File: src/rtl/dvp_pkg.sv
`default_nettype none
// ============================================================================
// dvp_pkg
// Shared types and RGB565 colour constants for the DVP test-pattern source.
// Revision: 1.0
// ============================================================================
package dvp_pkg;

    typedef enum logic [0:0] {
        ST_IDLE = 1'b0,
        ST_RUN  = 1'b1
    } state_e;

    typedef enum logic [1:0] {
        PAT_BARS  = 2'd0,
        PAT_RAMP  = 2'd1,
        PAT_SOLID = 2'd2,
        PAT_CHECK = 2'd3
    } pat_e;

    localparam logic [15:0] RGB_WHITE   = 16'hFFFF;
    localparam logic [15:0] RGB_YELLOW  = 16'hFFE0;
    localparam logic [15:0] RGB_CYAN    = 16'h07FF;
    localparam logic [15:0] RGB_GREEN   = 16'h07E0;
    localparam logic [15:0] RGB_MAGENTA = 16'hF81F;
    localparam logic [15:0] RGB_RED     = 16'hF800;
    localparam logic [15:0] RGB_BLUE    = 16'h001F;
    localparam logic [15:0] RGB_BLACK   = 16'h0000;

    // Bars past the eighth (non-multiple-of-8 widths) fall into the black bar.
    function automatic logic [15:0] bar_colour(input logic [15:0] idx);
        logic [15:0] c;
        case (idx)
            16'd0:   c = RGB_WHITE;
            16'd1:   c = RGB_YELLOW;
            16'd2:   c = RGB_CYAN;
            16'd3:   c = RGB_GREEN;
            16'd4:   c = RGB_MAGENTA;
            16'd5:   c = RGB_RED;
            16'd6:   c = RGB_BLUE;
            default: c = RGB_BLACK;
        endcase
        return c;
    endfunction

endpackage
`default_nettype wire

File: src/rtl/dvp_pattern_gen.sv
`default_nettype none
// ============================================================================
// dvp_pattern_gen
// Combinational (x, y, frame_cnt, pattern) -> RGB565 pixel mapping.
// Revision: 1.0
// ============================================================================
module dvp_pattern_gen
    import dvp_pkg::*;
#(
    parameter int H_PIXEL = 640
) (
    input  logic [15:0] i_x,
    input  logic [15:0] i_y,
    input  logic [7:0]  i_frame_cnt,
    input  pat_e        i_pattern,
    input  logic [15:0] i_solid_rgb,
    output logic [15:0] o_pixel
);

    localparam int BAR_W = ((H_PIXEL / 8) > 0) ? (H_PIXEL / 8) : 1;

    logic [15:0] w_bar_idx;

    always_comb begin
        w_bar_idx = i_x / 16'(BAR_W);
        o_pixel   = RGB_BLACK;
        case (i_pattern)
            PAT_BARS:  o_pixel = bar_colour(w_bar_idx);
            PAT_RAMP:  o_pixel = i_x;
            PAT_SOLID: o_pixel = i_solid_rgb;
            PAT_CHECK: o_pixel = (i_x[4] ^ i_y[4] ^ i_frame_cnt[0]) ? RGB_WHITE : RGB_BLACK;
            default:   o_pixel = RGB_BLACK;
        endcase
    end

    logic w_unused_bits;
    assign w_unused_bits = ^{i_y[15:5], i_y[3:0], i_frame_cnt[7:1]};

endmodule
`default_nettype wire

File: src/rtl/dvp_pattern_tx.sv
`default_nettype none
// ============================================================================
// dvp_pattern_tx
// DVP (vsync/href/8-bit data) test-pattern transmitter, RGB565 two bytes/pixel.
// Revision: 1.0
// ============================================================================
module dvp_pattern_tx
    import dvp_pkg::*;
#(
    parameter int H_PIXEL   = 640,
    parameter int V_PIXEL   = 480,
    parameter int H_BLANK   = 288,
    parameter int VS_LINES  = 4,
    parameter int VBP_LINES = 18,
    parameter int VFP_LINES = 8
) (
    input  logic        clk,
    input  logic        rst_n,
    input  logic        tx_en,
    input  logic [1:0]  pat_sel,
    input  logic [15:0] solid_rgb,
    output logic        dvp_vsync,
    output logic        dvp_href,
    output logic [7:0]  dvp_data,
    output logic        frame_done,
    output logic        busy
);

    localparam int H_TOTAL = 2 * H_PIXEL + H_BLANK;
    localparam int V_TOTAL = VS_LINES + VBP_LINES + V_PIXEL + VFP_LINES;
    localparam int HW      = $clog2(H_TOTAL);
    localparam int VW      = $clog2(V_TOTAL);

    localparam logic [HW-1:0] H_LAST      = HW'(H_TOTAL - 1);
    localparam logic [HW-1:0] H_ACT_END   = HW'(2 * H_PIXEL);
    localparam logic [VW-1:0] V_LAST      = VW'(V_TOTAL - 1);
    localparam logic [VW-1:0] V_SYNC_END  = VW'(VS_LINES);
    localparam logic [VW-1:0] V_ACT_START = VW'(VS_LINES + VBP_LINES);
    localparam logic [VW-1:0] V_ACT_END   = VW'(VS_LINES + VBP_LINES + V_PIXEL);

    state_e      state_q, state_d;
    logic [HW-1:0] h_cnt_q, h_cnt_d;
    logic [VW-1:0] v_cnt_q, v_cnt_d;
    logic [7:0]  frame_cnt_q, frame_cnt_d;
    pat_e        pat_q, pat_d;
    logic [15:0] solid_q, solid_d;
    logic        vsync_q, vsync_d;
    logic        href_q, href_d;
    logic [7:0]  data_q, data_d;
    logic        frame_done_q, frame_done_d;
    logic        busy_q, busy_d;

    logic        w_frame_start;
    logic        w_run;
    logic [15:0] w_pixel;

    // Sequencing: counters always point at the position being shown next cycle.
    always_comb begin
        state_d       = state_q;
        h_cnt_d       = h_cnt_q;
        v_cnt_d       = v_cnt_q;
        frame_cnt_d   = frame_cnt_q;
        pat_d         = pat_q;
        solid_d       = solid_q;
        w_frame_start = 1'b0;
        case (state_q)
            ST_IDLE: begin
                if (tx_en) begin
                    state_d       = ST_RUN;
                    h_cnt_d       = '0;
                    v_cnt_d       = '0;
                    w_frame_start = 1'b1;
                end
            end
            ST_RUN: begin
                if (h_cnt_q == H_LAST) begin
                    h_cnt_d = '0;
                    if (v_cnt_q == V_LAST) begin
                        v_cnt_d     = '0;
                        frame_cnt_d = frame_cnt_q + 1'b1;
                        if (tx_en) begin
                            w_frame_start = 1'b1;
                        end else begin
                            state_d = ST_IDLE;
                        end
                    end else begin
                        v_cnt_d = v_cnt_q + 1'b1;
                    end
                end else begin
                    h_cnt_d = h_cnt_q + 1'b1;
                end
            end
            default: state_d = ST_IDLE;
        endcase
        if (w_frame_start) begin
            pat_d   = pat_e'(pat_sel);
            solid_d = solid_rgb;
        end
    end

    dvp_pattern_gen #(
        .H_PIXEL (H_PIXEL)
    ) u_gen (
        .i_x         (16'(h_cnt_d >> 1)),
        .i_y         (16'(v_cnt_d - V_ACT_START)),
        .i_frame_cnt (frame_cnt_d),
        .i_pattern   (pat_d),
        .i_solid_rgb (solid_d),
        .o_pixel     (w_pixel)
    );

    // Outputs are decoded from the next position so they line up with it.
    always_comb begin
        w_run        = (state_d == ST_RUN);
        vsync_d      = w_run && (v_cnt_d < V_SYNC_END);
        href_d       = w_run && (v_cnt_d >= V_ACT_START) && (v_cnt_d < V_ACT_END)
                       && (h_cnt_d < H_ACT_END);
        data_d       = href_d ? (h_cnt_d[0] ? w_pixel[7:0] : w_pixel[15:8]) : 8'h00;
        frame_done_d = w_run && (h_cnt_d == H_LAST) && (v_cnt_d == V_LAST);
        busy_d       = w_run;
    end

    always_ff @(posedge clk) begin
        if (!rst_n) begin
            state_q      <= ST_IDLE;
            h_cnt_q      <= '0;
            v_cnt_q      <= '0;
            frame_cnt_q  <= '0;
            pat_q        <= PAT_BARS;
            solid_q      <= '0;
            vsync_q      <= 1'b0;
            href_q       <= 1'b0;
            data_q       <= '0;
            frame_done_q <= 1'b0;
            busy_q       <= 1'b0;
        end else begin
            state_q      <= state_d;
            h_cnt_q      <= h_cnt_d;
            v_cnt_q      <= v_cnt_d;
            frame_cnt_q  <= frame_cnt_d;
            pat_q        <= pat_d;
            solid_q      <= solid_d;
            vsync_q      <= vsync_d;
            href_q       <= href_d;
            data_q       <= data_d;
            frame_done_q <= frame_done_d;
            busy_q       <= busy_d;
        end
    end

    assign dvp_vsync  = vsync_q;
    assign dvp_href   = href_q;
    assign dvp_data   = data_q;
    assign frame_done = frame_done_q;
    assign busy       = busy_q;

endmodule
`default_nettype wire
File: config.mk
export PLATFORM = sky130hd
export DESIGN_NAME = dvp_pattern_tx
export DESIGN_NICKNAME = d
export VERILOG_FILES = /design/src/rtl/dvp_pkg.sv /design/src/rtl/dvp_pattern_gen.sv /design/src/rtl/dvp_pattern_tx.sv
export SDC_FILE = /design/constraint.sdc
export NUM_CORES = 1
export LEC_CHECK = 0
export CAP_MARGIN = 10
export CORE_ASPECT_RATIO = 2
export CORE_MARGIN = 10
export CORE_UTILIZATION = 57
export DETAILED_ROUTE_END_ITERATION = 8
export HOLD_SLACK_MARGIN = 0.02
export PLACE_DENSITY = 0.9
export SYNTH_ARGS = -nofsm -noshare
export SYNTH_HDL_FRONTEND = slang
export SYNTH_SLANG_ARGS = --single-unit
File: constraint.sdc
create_clock -name clk -period 3.46 [get_ports clk]
set_input_delay 0.346 -clock clk [delete_from_list [all_inputs] [get_ports clk]]
set_output_delay 0.346 -clock clk [all_outputs]
set_load 0.005 [all_outputs]
==> results.md <==
- Fraction of layout cells with a size suffix above 1: 0.0896
- Leading cell type in the layout, fill and taps excluded: dfxtp_1
- DR iter-0 viols: 382
- Most frequent cells in the layout: dfxtp_1 (51), clkdlybuf4s50_1 (32), nand2_1 (31), nor2_1 (28), a21oi_1 (25)
- Met3 routed WL: around 570 um
- Core Box Area: 5140 sq um
- Yosys reg bits: roughly 50
- Sequential share of the synthesized area: 0.337
- Worst setup EP type: register
- TritonCTS clock tree: built
- Run status: completed
- Highest metal layer with signal wires: met4
- Synth Cell Area: between 3000 and 4000 sq um
- Via density: 6.79
- Vias in the first global route: 3,141
- Synth warnings: 0
- Critical path data required time: roughly 3.7 ns
- First-pass DRT Iterations: 6
- Pwr dens: between 300 and 400 nW/um^2
- Initial antenna violation count: 0
- Tot GR Track Use: 0.208
- Die height: between 100 and 150 um
- CP max stage delay: just under 0.6 ns
- First-pass GRT wire length: approximately 15,000 um
- Final setup fails: 0
- WS Path Type: register to register
- Mean post-synth cell area: 8.10 sq um
- Asr flop ratio synth: 0
- Overflow after GRT: 0
- Netlist cell types: 65
- Number of antenna diodes: 0
- Drc violations: 0
- Max-cap check violation count: 0
- Cts repair resizes: 0
- I/O pin cnt: 33
- Per-cell routed wire length: around 20 um
- Initial Util: 0.590
- Layout area overhead: 17.6%
- Clk root buf: clkbuf_8
- Post-CTS setup buffer count: 0
- RSZ-0062 raised after global routing: false
- Row count: 37
- Crit share post-route: 0.935
- Most common cell on crit path: nor4_1
- Worst VDD drop: roughly 0.38 mV
- Clk sinks: 51
- Post-DRT Antenna Nets: 0
- Final-stage net count: between 400 and 500
- CP arrival: approximately 3.4 ns
- Period minus WS final: 3.23 ns
- Die Span X: just over 70 um
- Synthesized instance count: approximately 370
- Cells along the critical path: ha_1 > and4bb_2 > nand3_1 > nor4_1 > a211oi_2 > or4_1 > or3_1 > nand4_2 > nor4_1
- Post-Route M1 WL: 3220 um
- Hold Path Class: register to register
- Startpoint types: register
- TritonCTS Buffers: 5
- CP top delay family: simple AND/OR/NAND/NOR gates
- Final TNS setup: 0 ns
- Routed WL: approximately 9300 um
- Buf/Inv on CP: 0
- Hold_buf cts: 0
- Post-synth EDFFs: 0
- Post-route core utilization: 0.694
- Worst slew margin: 0.364
- Via Count: around 3,200
- GP Congestion: around 1.0
- Slowest stage cell, crit path: or4_1
- Final Slew Violations: 0
- Max Clk Rate: slightly above 300 MHz
- Clk_lat worst skew: 0.33 ns
- CP Max Fanout: 11
- Synth Flop Type: dfxtp_1
- Final Hold Viols: 0
- Slew @ Worst Pin: between 0.9 and 1 ns
- H-Tree Depth: 2
- WL met2: roughly 4900 um
- Layout Skew: roughly 0.014 ns
- Lkg Pwr: 0.00133 uW
- Max clock buf depth: 2
- DIE AREA: roughly 9000 sq um
- Largest net degree at the start of global routing: 27
- Post-DP HPWL: approximately 7000 um
- I/O Buffers: 32
- Syn nets: just under 400
- CTS clk-pin slew, worst paths: about 0.090 ns
-- power by group --
part	internal, uW	switching [uW]
logic	79.1	109
registers	602	8.00
clock network	143	207
-- metal layers --
layer  up-vias  global-route usage
met5         -                   0
met4         0               0.156
met3        57              0.0497
met2       184               0.372
met1      1472               0.199
li1       1487                   -
-- registers in the layout (all words and copies together), names as in the netlist --
signal       flops
frame_cnt_q      1
dvp_vsync        1
pat_q            2
solid_q         16
frame_done       1
dvp_data         8
busy             1
v_cnt_q          9
dvp_href         1
h_cnt_q         11
-- logic make-up after synthesis --
family / after synthesis / share of synthesized area
AOI/OAI and AO/OA: 105 / 0.237
xor gates and xnor gates: 4 / 0.0116
adders and majority gates: 3 / 0.0124
buffers and inverters: 30 / 0.0425
DFF: 51 / 0.337
muxes: 18 / 0.0595
and+or+nand+nor: 163 / 0.301
-- synthesized netlist by cell type, drive strengths merged (3+ instances only) --
| library cell | instances | area (sq um) |
|---|---|---|
| a32oi | 3 | 26.3 |
| or3 | 3 | 18.8 |
| dfxtp | 51 | 1020 |
| a22oi | 3 | 27.5 |
| nand4 | 8 | 56.3 |
| a311oi | 5 | 43.8 |
| nand2 | 31 | 116 |
| ha | 3 | 37.5 |
| o22ai | 7 | 43.8 |
| nor2 | 28 | 105 |
| clkbuf | 11 | 41.3 |
| nor3 | 15 | 75.1 |
| a31oi | 7 | 43.8 |
| nor4b | 5 | 43.8 |
| a21oi | 25 | 125 |
| nor2b | 18 | 113 |
| mux2i | 18 | 180 |
| buf | 7 | 42.5 |
| nand3 | 10 | 50.1 |
| o211ai | 4 | 30.0 |
| nor4 | 12 | 90.1 |
| inv | 11 | 41.3 |
| and2 | 13 | 81.3 |
| and3 | 4 | 25.0 |
| o21ai | 18 | 90.1 |
| a211oi | 6 | 45.0 |
| o31ai | 3 | 22.5 |
| and4 | 3 | 26.3 |
-- worst min-delay path, delay by kind of cell (launching register included) --
family	cells	cell delay, ns
compound gates	1	0.07
flops	1	0.34
simple gates	1	0.06
-- metrics by stage --
| stage | total power, uW | area, sq um | worst slack, ns | hold WS (ns) | std cells |
|---|---|---|---|---|---|
| 3_5_place_dp | 805 | 3470 | 0.291 | 0.504 | 463 |
| 5_1_grt | 1180 | 3560 | 0.0359 | 0.561 | 471 |
| 2_1_floorplan | 733 | 3030 | 0.675 | 0.454 | 374 |
| 3_3_place_gp | 800 | 3470 | 0.365 | 0.487 | 463 |
| 4_1_cts | 1140 | 3550 | 0.261 | 0.517 | 471 |
| 6_report | 1150 | 3560 | 0.226 | 0.519 | 471 |
-- worst paths after layout --
path / from / endpoint / slack [ns] / depth (start not counted)
worst max register to register: h_cnt_q[0] / dvp_data[5] / 0.23 / 9
worst max-delay path: h_cnt_q[0] / dvp_data[5] / 0.23 / 9
worst min-delay path: pat_q[0] / pat_q[0] / 0.52 / 2
worst min register to register: pat_q[0] / pat_q[0] / 0.52 / 2
-- layout make-up --
type                    count  area, sq um
repair buffers             49          448
inverters                  12         45.0
clock buffers               7         76.3
flip-flops and latches     51         1020
clock inverters             1         5.00
multi-input cells         293         1900
well taps                  58         72.6
fillers                   406         1570
No activity file was read; power rests on OpenSTA's default activity.
